File: src/rtl/decimal_value_entry_pkg.sv
// Shared types and helpers for the push-button decimal entry block.
// Holds the FSM state encoding, BCD digit vector type and button index map.
package decimal_entry_pkg;

    localparam int NUM_DIGITS = 4;
    localparam int NUM_BTNS   = 4;

    // Bit positions of each button in the sampled/press vectors
    localparam int BTN_SEL    = 0;
    localparam int BTN_INC    = 1;
    localparam int BTN_DEC    = 2;
    localparam int BTN_COMMIT = 3;

    typedef enum logic [1:0] {
        IDLE  = 2'd0,
        CONV  = 2'd1,
        CLAMP = 2'd2
    } state_t;

    typedef logic [NUM_DIGITS-1:0][3:0] bcd_digits_t;

    // Elaboration-time conversion, used for the reset digit image
    function automatic bcd_digits_t to_bcd(input int unsigned value);
        bcd_digits_t d;
        int unsigned v;
        v = value;
        for (int i = 0; i < NUM_DIGITS; i++) begin
            d[i] = 4'(v % 10);
            v    = v / 10;
        end
        return d;
    endfunction

endpackage

File: src/rtl/decimal_value_entry_if.sv
// Button inputs and value/echo outputs of the decimal entry block.
// master drives buttons and observes results; slave is the entry block itself.
interface decimal_value_entry_if;
    import decimal_entry_pkg::*;

    logic        tick;
    logic        btn_sel;
    logic        btn_inc;
    logic        btn_dec;
    logic        btn_commit;
    bcd_digits_t digits_bcd;
    logic [1:0]  cursor;
    logic        busy;
    logic [15:0] value_out;
    logic        value_valid;
    logic        value_clamped;

    modport master (
        output tick, btn_sel, btn_inc, btn_dec, btn_commit,
        input  digits_bcd, cursor, busy, value_out, value_valid, value_clamped
    );

    modport slave (
        input  tick, btn_sel, btn_inc, btn_dec, btn_commit,
        output digits_bcd, cursor, busy, value_out, value_valid, value_clamped
    );

endinterface

File: src/rtl/decimal_value_entry_tick_edge_detect.sv
// Per-button sampler: remembers the level seen at the previous tick and
// flags a press only on a tick where the button is newly high.
module tick_edge_detect (
    input  logic clk,
    input  logic rst_n,
    input  logic tick,
    input  logic btn,
    output logic press
);

    logic prev;

    always_ff @(posedge clk) begin
        if (!rst_n)
            prev <= 1'b0;
        else if (tick)
            prev <= btn;
    end

    assign press = tick & btn & ~prev;

endmodule

File: src/rtl/decimal_value_entry.sv
// Four-digit BCD editor driven by push buttons; on commit the digits are
// folded into binary one digit per cycle, clamped, and published with a pulse.
module decimal_value_entry
    import decimal_entry_pkg::*;
#(
    parameter int unsigned MAX_VALUE     = 9999,
    parameter int unsigned MIN_VALUE     = 0,
    parameter int unsigned DEFAULT_VALUE = 1500
) (
    input  logic                  clk,
    input  logic                  rst_n,
    decimal_value_entry_if.slave  bus
);

    localparam bcd_digits_t RST_DIGITS = to_bcd(DEFAULT_VALUE);
    localparam logic [15:0] MAX_V      = 16'(MAX_VALUE);
    localparam logic [15:0] MIN_V      = 16'(MIN_VALUE);
    localparam logic [15:0] DEF_V      = 16'(DEFAULT_VALUE);

    logic [NUM_BTNS-1:0] btn;
    logic [NUM_BTNS-1:0] press;

    state_t      state;
    bcd_digits_t digits;
    logic [1:0]  cursor;
    logic [1:0]  idx;
    logic [15:0] acc;
    logic [15:0] value_q;
    logic        valid_q;
    logic        clamped_q;
    logic        busy_q;
    logic        below_min;

    assign btn = {bus.btn_commit, bus.btn_dec, bus.btn_inc, bus.btn_sel};

    for (genvar g = 0; g < NUM_BTNS; g++) begin : g_btn
        tick_edge_detect u_det (
            .clk   (clk),
            .rst_n (rst_n),
            .tick  (bus.tick),
            .btn   (btn[g]),
            .press (press[g])
        );
    end

    // A zero lower bound can never be undercut; skip the always-false compare
    if (MIN_VALUE > 0) begin : g_min
        assign below_min = (acc < MIN_V);
    end else begin : g_nomin
        assign below_min = 1'b0;
    end

    always_ff @(posedge clk) begin
        if (!rst_n) begin
            state     <= IDLE;
            digits    <= RST_DIGITS;
            cursor    <= 2'd0;
            idx       <= 2'd0;
            acc       <= 16'd0;
            value_q   <= DEF_V;
            valid_q   <= 1'b0;
            clamped_q <= 1'b0;
            busy_q    <= 1'b0;
        end else begin
            valid_q <= 1'b0;
            case (state)
                IDLE: begin
                    if (press[BTN_COMMIT]) begin
                        acc    <= 16'd0;
                        idx    <= 2'd3;
                        busy_q <= 1'b1;
                        state  <= CONV;
                    end else if (press[BTN_SEL]) begin
                        cursor <= cursor + 2'd1;
                    end else if (press[BTN_INC] && !press[BTN_DEC]) begin
                        digits[cursor] <= (digits[cursor] == 4'd9) ? 4'd0 : digits[cursor] + 4'd1;
                    end else if (press[BTN_DEC] && !press[BTN_INC]) begin
                        digits[cursor] <= (digits[cursor] == 4'd0) ? 4'd9 : digits[cursor] - 4'd1;
                    end
                end
                CONV: begin
                    // Horner fold, thousands first; max 9999 so 16 bits never overflow
                    acc <= acc * 16'd10 + {12'd0, digits[idx]};
                    idx <= idx - 2'd1;
                    if (idx == 2'd0)
                        state <= CLAMP;
                end
                CLAMP: begin
                    if (acc > MAX_V) begin
                        value_q   <= MAX_V;
                        clamped_q <= 1'b1;
                    end else if (below_min) begin
                        value_q   <= MIN_V;
                        clamped_q <= 1'b1;
                    end else begin
                        value_q   <= acc;
                        clamped_q <= 1'b0;
                    end
                    valid_q <= 1'b1;
                    busy_q  <= 1'b0;
                    state   <= IDLE;
                end
                default: begin
                    busy_q <= 1'b0;
                    state  <= IDLE;
                end
            endcase
        end
    end

    assign bus.digits_bcd    = digits;
    assign bus.cursor        = cursor;
    assign bus.busy          = busy_q;
    assign bus.value_out     = value_q;
    assign bus.value_valid   = valid_q;
    assign bus.value_clamped = clamped_q;

endmodule

File: src/flat_wrapper.sv
// flat-port wrapper written by rule: the top's interface ports become plain ports
module decimal_value_entry_flat import decimal_entry_pkg::*;
#(
    parameter int unsigned MAX_VALUE     = 9999,
    parameter int unsigned MIN_VALUE     = 0,
    parameter int unsigned DEFAULT_VALUE = 1500
)
  (clk, rst_n, bus_tick, bus_btn_sel, bus_btn_inc, bus_btn_dec, bus_btn_commit, bus_digits_bcd, bus_cursor, bus_busy, bus_value_out, bus_value_valid, bus_value_clamped);
  decimal_value_entry_if bus_i ();
  input  logic clk;
  input  logic rst_n;
  input wire logic [$bits(bus_i.tick)-1:0] bus_tick;
  input wire logic [$bits(bus_i.btn_sel)-1:0] bus_btn_sel;
  input wire logic [$bits(bus_i.btn_inc)-1:0] bus_btn_inc;
  input wire logic [$bits(bus_i.btn_dec)-1:0] bus_btn_dec;
  input wire logic [$bits(bus_i.btn_commit)-1:0] bus_btn_commit;
  output wire logic [$bits(bus_i.digits_bcd)-1:0] bus_digits_bcd;
  output wire logic [$bits(bus_i.cursor)-1:0] bus_cursor;
  output wire logic [$bits(bus_i.busy)-1:0] bus_busy;
  output wire logic [$bits(bus_i.value_out)-1:0] bus_value_out;
  output wire logic [$bits(bus_i.value_valid)-1:0] bus_value_valid;
  output wire logic [$bits(bus_i.value_clamped)-1:0] bus_value_clamped;
  assign bus_i.tick = bus_tick;
  assign bus_i.btn_sel = bus_btn_sel;
  assign bus_i.btn_inc = bus_btn_inc;
  assign bus_i.btn_dec = bus_btn_dec;
  assign bus_i.btn_commit = bus_btn_commit;
  assign bus_digits_bcd = bus_i.digits_bcd;
  assign bus_cursor = bus_i.cursor;
  assign bus_busy = bus_i.busy;
  assign bus_value_out = bus_i.value_out;
  assign bus_value_valid = bus_i.value_valid;
  assign bus_value_clamped = bus_i.value_clamped;
  decimal_value_entry #(.MAX_VALUE(MAX_VALUE), .MIN_VALUE(MIN_VALUE), .DEFAULT_VALUE(DEFAULT_VALUE)) u_core (.clk(clk), .rst_n(rst_n), .bus(bus_i));
endmodule
File: config.mk
export PLATFORM = sky130hd
export DESIGN_NAME = decimal_value_entry_flat
export DESIGN_NICKNAME = d
export VERILOG_FILES = /design/src/rtl/decimal_value_entry_pkg.sv /design/src/rtl/decimal_value_entry_if.sv /design/src/rtl/decimal_value_entry_tick_edge_detect.sv /design/src/rtl/decimal_value_entry.sv /design/src/flat_wrapper.sv
export SDC_FILE = /design/constraint.sdc
export NUM_CORES = 1
export LEC_CHECK = 0
export CAP_MARGIN = 30
export CORE_MARGIN = 5
export CORE_UTILIZATION = 50
export CTS_BUF_LIST = sky130_fd_sc_hd__clkbuf_8 sky130_fd_sc_hd__clkbuf_16
export DETAILED_ROUTE_END_ITERATION = 8
export GPL_TIMING_DRIVEN = 0
export PLACE_DENSITY = 0.83
export SLEW_MARGIN = 20
export SYNTH_ARGS = -nofsm -noshare
export SYNTH_HDL_FRONTEND = slang
export SYNTH_SLANG_ARGS = --single-unit
File: constraint.sdc
create_clock -name clk -period 3.58 [get_ports clk]
set_clock_uncertainty 0.05 [all_clocks]
set_input_delay 0.716 -clock clk [delete_from_list [all_inputs] [get_ports clk]]
set_output_delay 0.716 -clock clk [all_outputs]
set_load 0.005 [all_outputs]
# Word-level counts from Yosys, hierarchy flattened
# Cells that the tools add are included.
[word_totals]
register_bits = 61
in_bits = 7
out_inout_bits = 37
word_cells = 85
[classes]
add_sub_neg = 5
mul = 1
magnitude_cmp = 4
eq_ne = 5
n_mux = 24
bitwise_logic = 15
reduce_logical = 15
[ops]
columns = ["operator", "count"]
rows = [
  ["two-way mux 16 bit", 4],
  ["bitwise mux 16 bit", 2],
  ["one-hot mux 16 bit (2 select lines)", 1],
  ["two-way mux 4 bit", 5],
  ["adder 16 x 4 -> 16 bit", 1],
  ["binary-select mux 4 bit (select 2 bit)", 2],
  ["> comparator 16 x 14 -> 1 bit (second input constant)", 1],
  ["multiplier 16 x 3 -> 15 bit (second input constant)", 1],
  ["bitwise AND 1 bit", 8],
  ["demux 4 bit (select 2 bit)", 1],
  ["one-hot mux 2 bit (2 select lines)", 2],
  ["inverter 1 bit", 7],
  ["< comparator 2 x 3 -> 1 bit (second input constant)", 2],
  ["two-way mux 2 bit", 3],
  ["AND reduction 2 bit", 3],
  ["adder 4 x 1 -> 4 bit (second input constant)", 1],
  ["== test 4 bit (second input constant)", 1],
  ["logical NOT 2 bit", 2],
  ["logical NOT 4 bit", 1],
  ["AND reduction 4 bit", 1],
  ["nonzero test 2 bit", 2],
  ["subtractor 4 x 1 -> 4 bit (second input constant)", 1],
  ["logical AND 1 bit", 3],
  ["two-way mux 1 bit", 3],
  ["other kinds (10)", 11],
]

# Depth between registers and ports, before layout
# Gate-level depths: netlist of run 1.
[logic_depth]
word_depth = 7
depth_mapped = 12
ltp_nobuf = 11

# Cells and area by module
# From an unflattened synthesis of run 1, not the netlist that was laid out.
[unflattened]
cells_unflattened = 439
area_unflattened_um2 = 3763.6
[by_module_without_submodules]
columns = ["module", "n_inst", "cells_per_inst", "area_each_um2", "seq_area_each_um2"]
rows = [
  ["decimal_value_entry", 1, 419, 3598.5, 1141.1],
  ["tick_edge_detect", 4, 5, 41.3, 20.0],
]

# Worst setup path before layout of run 1
# OpenSTA, ideal clock, no wires.
[synth_path]
kind = "register to register"
start = "register u_core.idx[0]"
end = "register u_core.acc[9]"
setup_ns = 0.117
arrival_time_ns = 2.894
required_time_ns = 3.413
path_slack_ns = 0.519
stages_incl_launch_ff = 13
n_path_buf = 1
period_less_slack_ns = 3.061
path_cell_list = "dfxtp_1 -> clkbuf_1 -> mux4_2 -> ha_1 -> fa_1 -> a21o_1 -> nand4_2 -> nor3_2 -> a211oi_1 -> o31ai_1 -> nor2_1 -> xnor2_1 -> a32o_1"
[synth_via]
elab_chain_cells = 4
[synth_rtl]
columns = ["element", "line_no", "rtl"]
rows = [
  ["start: declaration", "decimal_value_entry.sv:26", "logic [1:0] idx;"],
  ["start signal: assignment", "decimal_value_entry.sv:84", "idx <= idx - 2'd1;"],
  ["binary-select mux 4 bit (select 2 bit)", "decimal_value_entry.sv:83", "acc <= acc * 16'd10 + {12'd0, digits[idx]};"],
  ["two-way mux 4 bit (not written as such)", "decimal_value_entry.sv:83", ""],
  ["adder 16 x 4 -> 16 bit", "decimal_value_entry.sv:83", ""],
  ["one-hot mux 16 bit (2 select lines)", "decimal_value_entry.sv:66", "case (state)"],
  ["end signal: assignment", "decimal_value_entry.sv:83", ""],
  ["end: declaration", "decimal_value_entry.sv:27", "logic [15:0] acc;"],
]
# No other way between the ends. The select of a mux whose other input is x is not followed.
# A chain may end at the register's enable or synchronous reset.

# Final worst setup path of run 1
# Same ends and word-level chain as after synthesis.

==> results.py, run 1 <==
metrics = {
    "status": {
        "status": "completed",
    },
    "clocking": {
        "post_cts_resized": 0,
        "clk_path_buf_depth": 2,
        "cts_tree": "built",
        "root_buffer": "clkbuf_8",
        "clock_latency_ps": 330,
        "cts_max_level": 3,
        "cts.clk_slew.worst_paths_ps": 70,
        "clkSinkCount": 61,
        "ctsHoldBuffers": 0,
        "numCtsBuffers": 9,
        "cts_setup_buffers": 0,
    },
    "die": {
        "core_area_um2": 7290,
        "die_x_um": 96.9,
        "ioPinCount": 44,
        "fp.dieH_um": 96.9,
        "dieArea_um2": 9400,
        "start_util": 0.518,
        "rows": 31,
    },
    "synth": {
        "synth_ff_type": "dfxtp_1",
        "netlist_area_um2": 3780,
        "ys_warn_count": 0,
        "synthCells": 408,
        "synthArstFlopShare": 0,
        "synth_cell_types": 63,
        "ys_seq_area_frac": 0.323,
        "syn-num-nets": 452,
        "synth-seq-cells": 61,
        "syn_avg_cell_area_um2": 9.26,
        "synth_edf_count": 0,
    },
    "timing": {
        "finalSetupTns_ps": 0,
        "slew_viol_final": 0,
        "fin_crit_sh": 0.902,
        "period_minus_slack_ps": 3230,
        "setup_violations": 0,
        "worst_pin_slew_ps": 697,
        "relSlewSlack": 0.531,
        "fmax_mhz": 310,
        "finalHoldViolations": 0,
        "rsz0062_at_grt": "false",
    },
    "grt": {
        "grt_overflow": 0,
        "gr-usage-all-layers": 0.200,
        "grt_first_pass_wirelength_um": 15600,
        "grt_max_degree": 11,
        "antenna_found_initial": 0,
        "first_global_vias": 3231,
    },
    "cells_and_area": {
        "nets": 504,
        "layout_common_cells": "dfxtp_1, nand2_1, clkdlybuf4s50_1",
        "nFillCells": 629,
        "area_growth_pct": 19.4,
        "num_antenna_cells": 0,
        "drive_gt1_frac": 0.0946,
        "final_common_cell": "dfxtp_1",
    },
    "setup_path": {
        "start_kind": "register",
        "crit_cells": 11,
        "crit_type": "register to register",
        "cp.buffers_inverters": 0,
        "crit_chain": "mux4_2, ha_1, fa_1, a21o_1, nand4_2, nor3_2, a211oi_1, o31ai_1, nor2_1, xnor2_1, a32o_1",
        "r2r_cells": 11,
        "end_kind": "register",
        "cp.arrival_ps": 3410,
        "cpPeakStageDelay_ps": 570,
        "path_max_fanout": 6,
        "crit_required_ps": 3760,
        "crit_family": "compound AO/OA/AOI/OAI gates",
        "crit_slowest_cell": "mux4_2",
    },
    "placed_design": {
        "io_buffers": 42,
        "dp_hpwl_um": 7110,
        "gp_congestion": 0.886,
    },
    "routing": {
        "vias": 3222,
        "wire_per_inst_um": 16.5,
        "drtIter0Drc": 205,
        "drt-total-wl_um": 9290,
        "drc_errors": 0,
        "first_pass_iters": 4,
        "ant_nets": 0,
        "routed_via_density": 5.71,
    },
    "power": {
        "p_per_area_nw_per_um2": 337,
        "peakVddDrop_v": 0.000150,
        "p_leak_uw": 0.00192,
        "power_uw": 1520,
    },
    "min_path": {
        "hp-class": "register to register",
        "worstHoldPathCells": 2,
    },
    "run": {
        "max-cap-violations": 0,
    },
}
per-stage QoR:
step                      utilization  setup slack, ps  instances  cell area (um2)  hold slack [ps]
after floorplan                     -              519        408             3780              390
after global placement          0.593              243        549             4320              403
after detailed placement        0.593              196        549             4320              405
after CTS                       0.619              172        565             4520              416
after global routing            0.619              101        564             4510              442
final                           0.619              350        564             4510              413
layout make-up:
cell class	count	area, um2	share of cell area
buffer	19	87.6	0.0194
clock buffer	10	138	0.0305
clock inverter	6	55.1	0.0122
inverter	10	37.5	0.00832
multi-input combinational	317	2430	0.538
sequential	61	1220	0.271
tap	99	124	0.0274
timing repair buffer	42	420	0.0932
power breakdown:
group	total [uW]	leakage (uW)	switching, uW	internal (uW)
Combinational	209	0.00133	112	96.7
Sequential	719	0.000494	21.0	698
Clock	591	0.000105	258	333
Total	1520	0.00192	391	1130
cell families after synthesis:
logic type | Yosys count | synth area share
AND/OR/NAND/NOR | 155 | 0.218
AO/OA/AOI/OAI | 85 | 0.171
flip-flops | 61 | 0.323
adder cells (fa/ha/maj) | 37 | 0.126
buffers and inverters | 30 | 0.0341
XOR/XNOR | 22 | 0.0530
multiplexers | 18 | 0.0741
state kept, by name, summed over array words and instances (netlist names):
signal,flops
u_core.idx,2
u_core.g_btn.u_det.prev,4
u_core.bus.cursor,2
u_core.bus.busy,1
u_core.state,2
u_core.bus.value_valid,1
u_core.bus.value_clamped,1
u_core.bus.value_out,16
u_core.bus.digits_bcd,16
u_core.acc,16
final timing paths:
kind | slack, ps | startpoint | to
max | 350 | u_core.idx[0] | u_core.acc[9]
min reg2reg | 410 | u_core.bus.value_out[12] | u_core.bus.value_out[12]
max reg2reg | 350 | u_core.idx[0] | u_core.acc[9]
min | 410 | u_core.bus.value_out[12] | u_core.bus.value_out[12]
layer usage:
metal / up-vias / track usage / wire length [um]
li1: 1581 / - / -
met4: 0 / 0.0886 / 278
met5: - / 0 / 0
met1: 1529 / 0.230 / 3920
met3: 22 / 0.0424 / 397
met2: 90 / 0.355 / 4700
worst min-delay path: cells and delay by family, from the launching register on:
family | cells | cell delay, ps
and+or+nand+nor | 1 | 50
AOI/OAI and AO/OA | 1 | 60
DFF | 1 | 310
synth_stat cells, drive strengths merged, types with 6 or more instances:
| library cell | n | area share |
|---|---|---|
| a21o | 6 | 0.012 |
| a21oi | 16 | 0.024 |
| a22oi | 13 | 0.026 |
| and2 | 9 | 0.015 |
| and3 | 6 | 0.0099 |
| buf | 7 | 0.011 |
| clkbuf | 13 | 0.013 |
| dfxtp | 61 | 0.32 |
| ha | 35 | 0.12 |
| inv | 10 | 0.0099 |
| mux2i | 10 | 0.026 |
| mux4 | 8 | 0.048 |
| nand2 | 43 | 0.043 |
| nand2b | 8 | 0.013 |
| nand3 | 18 | 0.025 |
| nor2 | 25 | 0.025 |
| nor2b | 25 | 0.042 |
| o21ai | 9 | 0.012 |
| xnor2 | 15 | 0.035 |
| xor2 | 7 | 0.018 |
(Power assumes the default switching activity.)
==> inputs of run 2 (changes only) <==
--- a/config.mk
+++ b/config.mk
@@ -12,6 +12,7 @@
 export DETAILED_ROUTE_END_ITERATION = 8
 export GPL_TIMING_DRIVEN = 0
 export PLACE_DENSITY = 0.83
+export RECOVER_POWER = 25
 export SLEW_MARGIN = 20
 export SYNTH_ARGS = -nofsm -noshare
 export SYNTH_HDL_FRONTEND = slang
==> run 2 against run 1 <==
Net effect: global-route usage unchanged; first-iteration DRC count down 10%; non-clock buffer count unchanged; count of clock-buffer cells in the layout unchanged; wire length down 0.27%; largest cell class unchanged; highest routed layer unchanged.
==> results.py, run 2 (synthesized netlist as in run 1, its figures left out) <==
metrics = {
    "cells_and_area": {
        "drive_gt1_frac": 0.0946,
        "final_common_cell": "dfxtp_1",
        "regArea_um2": 1220,
        "utilization": 0.619,
        "area_growth_pct": 19.4,
        "nets": 504,
        "nFillCells": 629,
        "num_antenna_cells": 0,
        "multi_input_area_um2": 2430,
        "layout_common_cells": "dfxtp_1, nand2_1, ha_1",
    },
    "status": {
        "status": "completed",
    },
    "die": {
        "die_x_um": 96.9,
        "start_util": 0.518,
        "fp.dieH_um": 96.9,
        "dieArea_um2": 9400,
        "ioPinCount": 44,
        "core_area_um2": 7290,
        "rows": 31,
    },
    "routing": {
        "ant_nets": 0,
        "routed_via_density": 5.69,
        "drt-total-wl_um": 9260,
        "drc_errors": 0,
        "first_pass_iters": 4,
        "wire_per_inst_um": 16.4,
        "vias": 3209,
        "drtIter0Drc": 184,
    },
    "setup_path": {
        "path_max_fanout": 6,
        "crit_required_ps": 3760,
        "start_kind": "register",
        "cp.arrival_ps": 3410,
        "end_kind": "register",
        "crit_type": "register to register",
    },
    "clocking": {
        "post_cts_resized": 0,
        "clkSinkCount": 61,
        "clk_path_buf_depth": 2,
        "numCtsBuffers": 9,
        "cts_max_level": 3,
        "cts.clk_slew.worst_paths_ps": 70,
        "root_buffer": "clkbuf_8",
        "cts_tree": "built",
        "clock_latency_ps": 340,
    },
    "timing": {
        "slew_viol_final": 0,
        "setup_violations": 0,
        "fmax_mhz": 310,
        "finalHoldViolations": 0,
        "period_minus_slack_ps": 3230,
        "worst_pin_slew_ps": 697,
        "rsz0062_at_grt": "false",
        "holdWs_ps": 412,
        "relSlewSlack": 0.531,
        "finalSetupTns_ps": 0,
        "fin_crit_sh": 0.901,
    },
    "grt": {
        "grt_first_pass_wirelength_um": 15600,
        "gr-usage-all-layers": 0.200,
        "antenna_found_initial": 0,
        "first_global_vias": 3231,
        "grt_overflow": 0,
        "grt_max_degree": 11,
    },
    "power": {
        "comb_power_share": 0.137,
        "peakVddDrop_v": 0.000150,
        "p_leak_uw": 0.00193,
        "p_switching_uw": 390,
        "p_int_uw": 1130,
        "clkPwrFrac": 0.389,
        "p_per_area_nw_per_um2": 336,
        "seq_power_share": 0.474,
        "switching_share": 0.257,
        "power_uw": 1520,
    },
    "placed_design": {
        "gp_congestion": 0.886,
        "dp_hpwl_um": 7110,
        "io_buffers": 42,
    },
    "min_path": {
        "hp-class": "register to register",
    },
    "run": {
        "max-cap-violations": 0,
    },
}
run 2: cell type report:
type,count,area share
Tap cell,99,0.0274
Multi-Input combinational cell,317,0.538
Clock buffer,10,0.0305
Inverter,10,0.00832
Buffer,19,0.0194
Timing Repair Buffer,42,0.0932
Sequential cell,61,0.271
Clock inverter,6,0.0122
run 2: path summary, 6_finish.rpt:
check / startpoint / endpoint / slack [ps] / cells after the start
hold / removal: u_core.bus.value_out[12] / u_core.bus.value_out[12] / 410 / 2
setup / recovery: u_core.idx[0] / u_core.acc[9] / 350 / 11
hold reg to reg: u_core.bus.value_out[12] / u_core.bus.value_out[12] / 410 / 2
setup reg to reg: u_core.idx[0] / u_core.acc[9] / 350 / 11
run 2: metal layers:
layer	wire length [um]	track usage	vias up
met5	0	0	-
met4	278	0.0886	0
met3	375	0.0424	22
met2	4680	0.355	89
met1	3930	0.230	1520
li1	-	-	1578
run 2: what timing repair did:
item / in CTS / in global routing
hold buffers: 0 / 0
setup buffers: 0 / 0
setup endpoints to repair: 0 / 1
endpoints found under the hold margin: 0 / 0
run 2: power groups by stage:
stage / sequential, uW / combinational (uW) / clock, uW
after detailed placement: 730 / 209 / 0
after global placement: 729 / 201 / 0
after CTS: 716 / 212 / 594
after floorplan: 727 / 139 / 0
final: 719 / 207 / 590
after global routing: 722 / 227 / 626
run 2: metrics by stage:
stage | setup WS (ps) | area [um2] | std cells
floorplan | 519 | 3780 | 408
global placement | 243 | 4320 | 549
detailed placement | 196 | 4320 | 549
CTS | 172 | 4520 | 565
global route | 101 | 4510 | 564
finish | 353 | 4510 | 564
run 2: critical path: stages, from the launching register on:
cell,delay (ps)
dfxtp_1,550
mux4_2,570
ha_1,250
fa_1,440
a21o_1,220
nand4_2,130
nor3_2,90
a211oi_1,220
o31ai_1,90
nor2_1,160
xnor2_1,100
a32o_1,260
==> inputs of run 3 (changes only) <==
--- a/config.mk
+++ b/config.mk
@@ -13,7 +13,8 @@
 export GPL_TIMING_DRIVEN = 0
 export PLACE_DENSITY = 0.83
 export RECOVER_POWER = 25
-export SLEW_MARGIN = 20
+export REMOVE_ABC_BUFFERS = 1
+export SLEW_MARGIN = 25
 export SYNTH_ARGS = -nofsm -noshare
 export SYNTH_HDL_FRONTEND = slang
 export SYNTH_SLANG_ARGS = --single-unit
==> run 3 against run 2 <==
Net effect: sequential share of layout area grew 0.36 points; final cell count down 2.7%; core utilization shrank 0.81 points; worst hold slack improved by 13 ps; power increased by 0.80%; non-clock buffer count shrank 15; die area is the same; global-route usage fell by 1.6 points; flip-flop and latch count unchanged; combinational power shrank 5%.
==> results.py, run 3 (synthesized netlist as in run 1, its figures left out) <==
metrics = {
    "routing": {
        "wire_per_inst_um": 15.5,
        "drtIter0Drc": 147,
        "first_pass_iters": 5,
        "drt-total-wl_um": 8530,
        "routed_via_density": 5.70,
        "ant_nets": 0,
        "drc_errors": 0,
        "vias": 3129,
    },
    "die": {
        "ioPinCount": 44,
        "rows": 31,
        "start_util": 0.518,
        "core_area_um2": 7290,
        "fp.dieH_um": 96.9,
        "dieArea_um2": 9400,
        "die_x_um": 96.9,
    },
    "setup_path": {
        "path_max_fanout": 6,
        "end_kind": "register",
        "r2r_start": "u_core.idx[0]",
        "cp.arrival_ps": 3390,
        "crit_required_ps": 3760,
        "startpoint": "u_core.idx[0]",
        "start_kind": "register",
        "crit_type": "register to register",
    },
    "grt": {
        "grt_max_degree": 42,
        "gr-usage-all-layers": 0.184,
        "antenna_found_initial": 0,
        "grt_first_pass_wirelength_um": 14700,
        "first_global_vias": 3172,
        "grt_overflow": 0,
    },
    "timing": {
        "finalHoldViolations": 0,
        "relSlewSlack": 0.0368,
        "worst_slack_ps": 373,
        "holdWs_ps": 425,
        "period_minus_slack_ps": 3210,
        "setup_violations": 0,
        "slew_viol_final": 0,
        "fin_crit_sh": 0.896,
        "worst_pin_slew_ps": 1440,
        "rsz0062_at_grt": "false",
        "finalSetupTns_ps": 0,
        "fmax_mhz": 312,
    },
    "cells_and_area": {
        "num_antenna_cells": 0,
        "nets": 489,
        "area_growth_pct": 17.8,
        "final_common_cell": "dfxtp_1",
        "drive_gt1_frac": 0.0889,
        "layout_common_cells": "dfxtp_1, nand2_1, clkdlybuf4s50_1",
    },
    "power": {
        "p_leak_uw": 0.00187,
        "p_per_area_nw_per_um2": 343,
        "peakVddDrop_v": 0.000251,
    },
    "clocking": {
        "cts_setup_buffers": 0,
        "root_buffer": "clkbuf_8",
        "ctsHoldBuffers": 0,
        "clock_latency_ps": 340,
        "cts_tree": "built",
        "cts.clk_slew.worst_paths_ps": 70,
        "post_cts_resized": 0,
        "clkSinkCount": 61,
        "clk_path_buf_depth": 2,
        "cts_max_level": 3,
        "numCtsBuffers": 9,
    },
    "run": {
        "max-cap-violations": 0,
    },
    "placed_design": {
        "dp_hpwl_um": 6620,
        "pre_cts_ws_ps": 184,
        "io_buffers": 43,
        "gp_congestion": 0.948,
    },
    "status": {
        "status": "completed",
    },
    "min_path": {
        "worstHoldStart": "u_core.acc[15]",
        "hp-class": "register to register",
    },
}
-- run 3: where the power goes --
group / internal, uW / switching [uW]
combinational: 93.4 / 103
clock: 323 / 287
sequential: 698 / 23.6
-- run 3: worst max-delay path, stage by stage, from the launching register on --
cell      delay [ps]
dfxtp_1          550
mux4_2           570
ha_1             240
fa_1             430
a21o_1           220
nand4_2          140
nor3_2           100
a211oi_1         220
o31ai_1           90
nor2_1           150
xnor2_1           80
a32o_1           260
-- run 3: final timing paths --
check | endpoint | slack [ps] | cells after the start
setup / recovery | u_core.acc[9] | 370 | 11
hold / removal | u_core.acc[15] | 430 | 2
setup reg to reg | u_core.acc[9] | 370 | 11
hold reg to reg | u_core.acc[15] | 430 | 2
-- run 3: final cells by class --
| class | instances | area (um2) |
|---|---|---|
| Fill cell | 658 | 2840 |
| Clock inverter | 7 | 75.1 |
| Sequential cell | 61 | 1220 |
| Multi-Input combinational cell | 317 | 2430 |
| Clock buffer | 9 | 124 |
| Timing Repair Buffer | 46 | 443 |
| Tap cell | 99 | 124 |
| Inverter | 10 | 37.5 |
-- run 3: per-layer routing --
layer  vias to the layer above  share of wire  global-route usage
met4                         0          0.013              0.0659
li1                       1550              -                   -
met2                        71           0.49               0.311
met1                      1495           0.45               0.227
met5                         -              0                   0
met3                        13          0.043              0.0453
-- run 3: stage by stage --
step,std cells,instance area [um2],power [uW],util
3_5_place_dp,532,4270,934,0.585
3_3_place_gp,530,4240,921,0.582
2_1_floorplan,388,3690,854,-
4_1_cts,548,4460,1540,0.612
5_1_grt,549,4450,1600,0.611
6_report,549,4450,1530,0.611
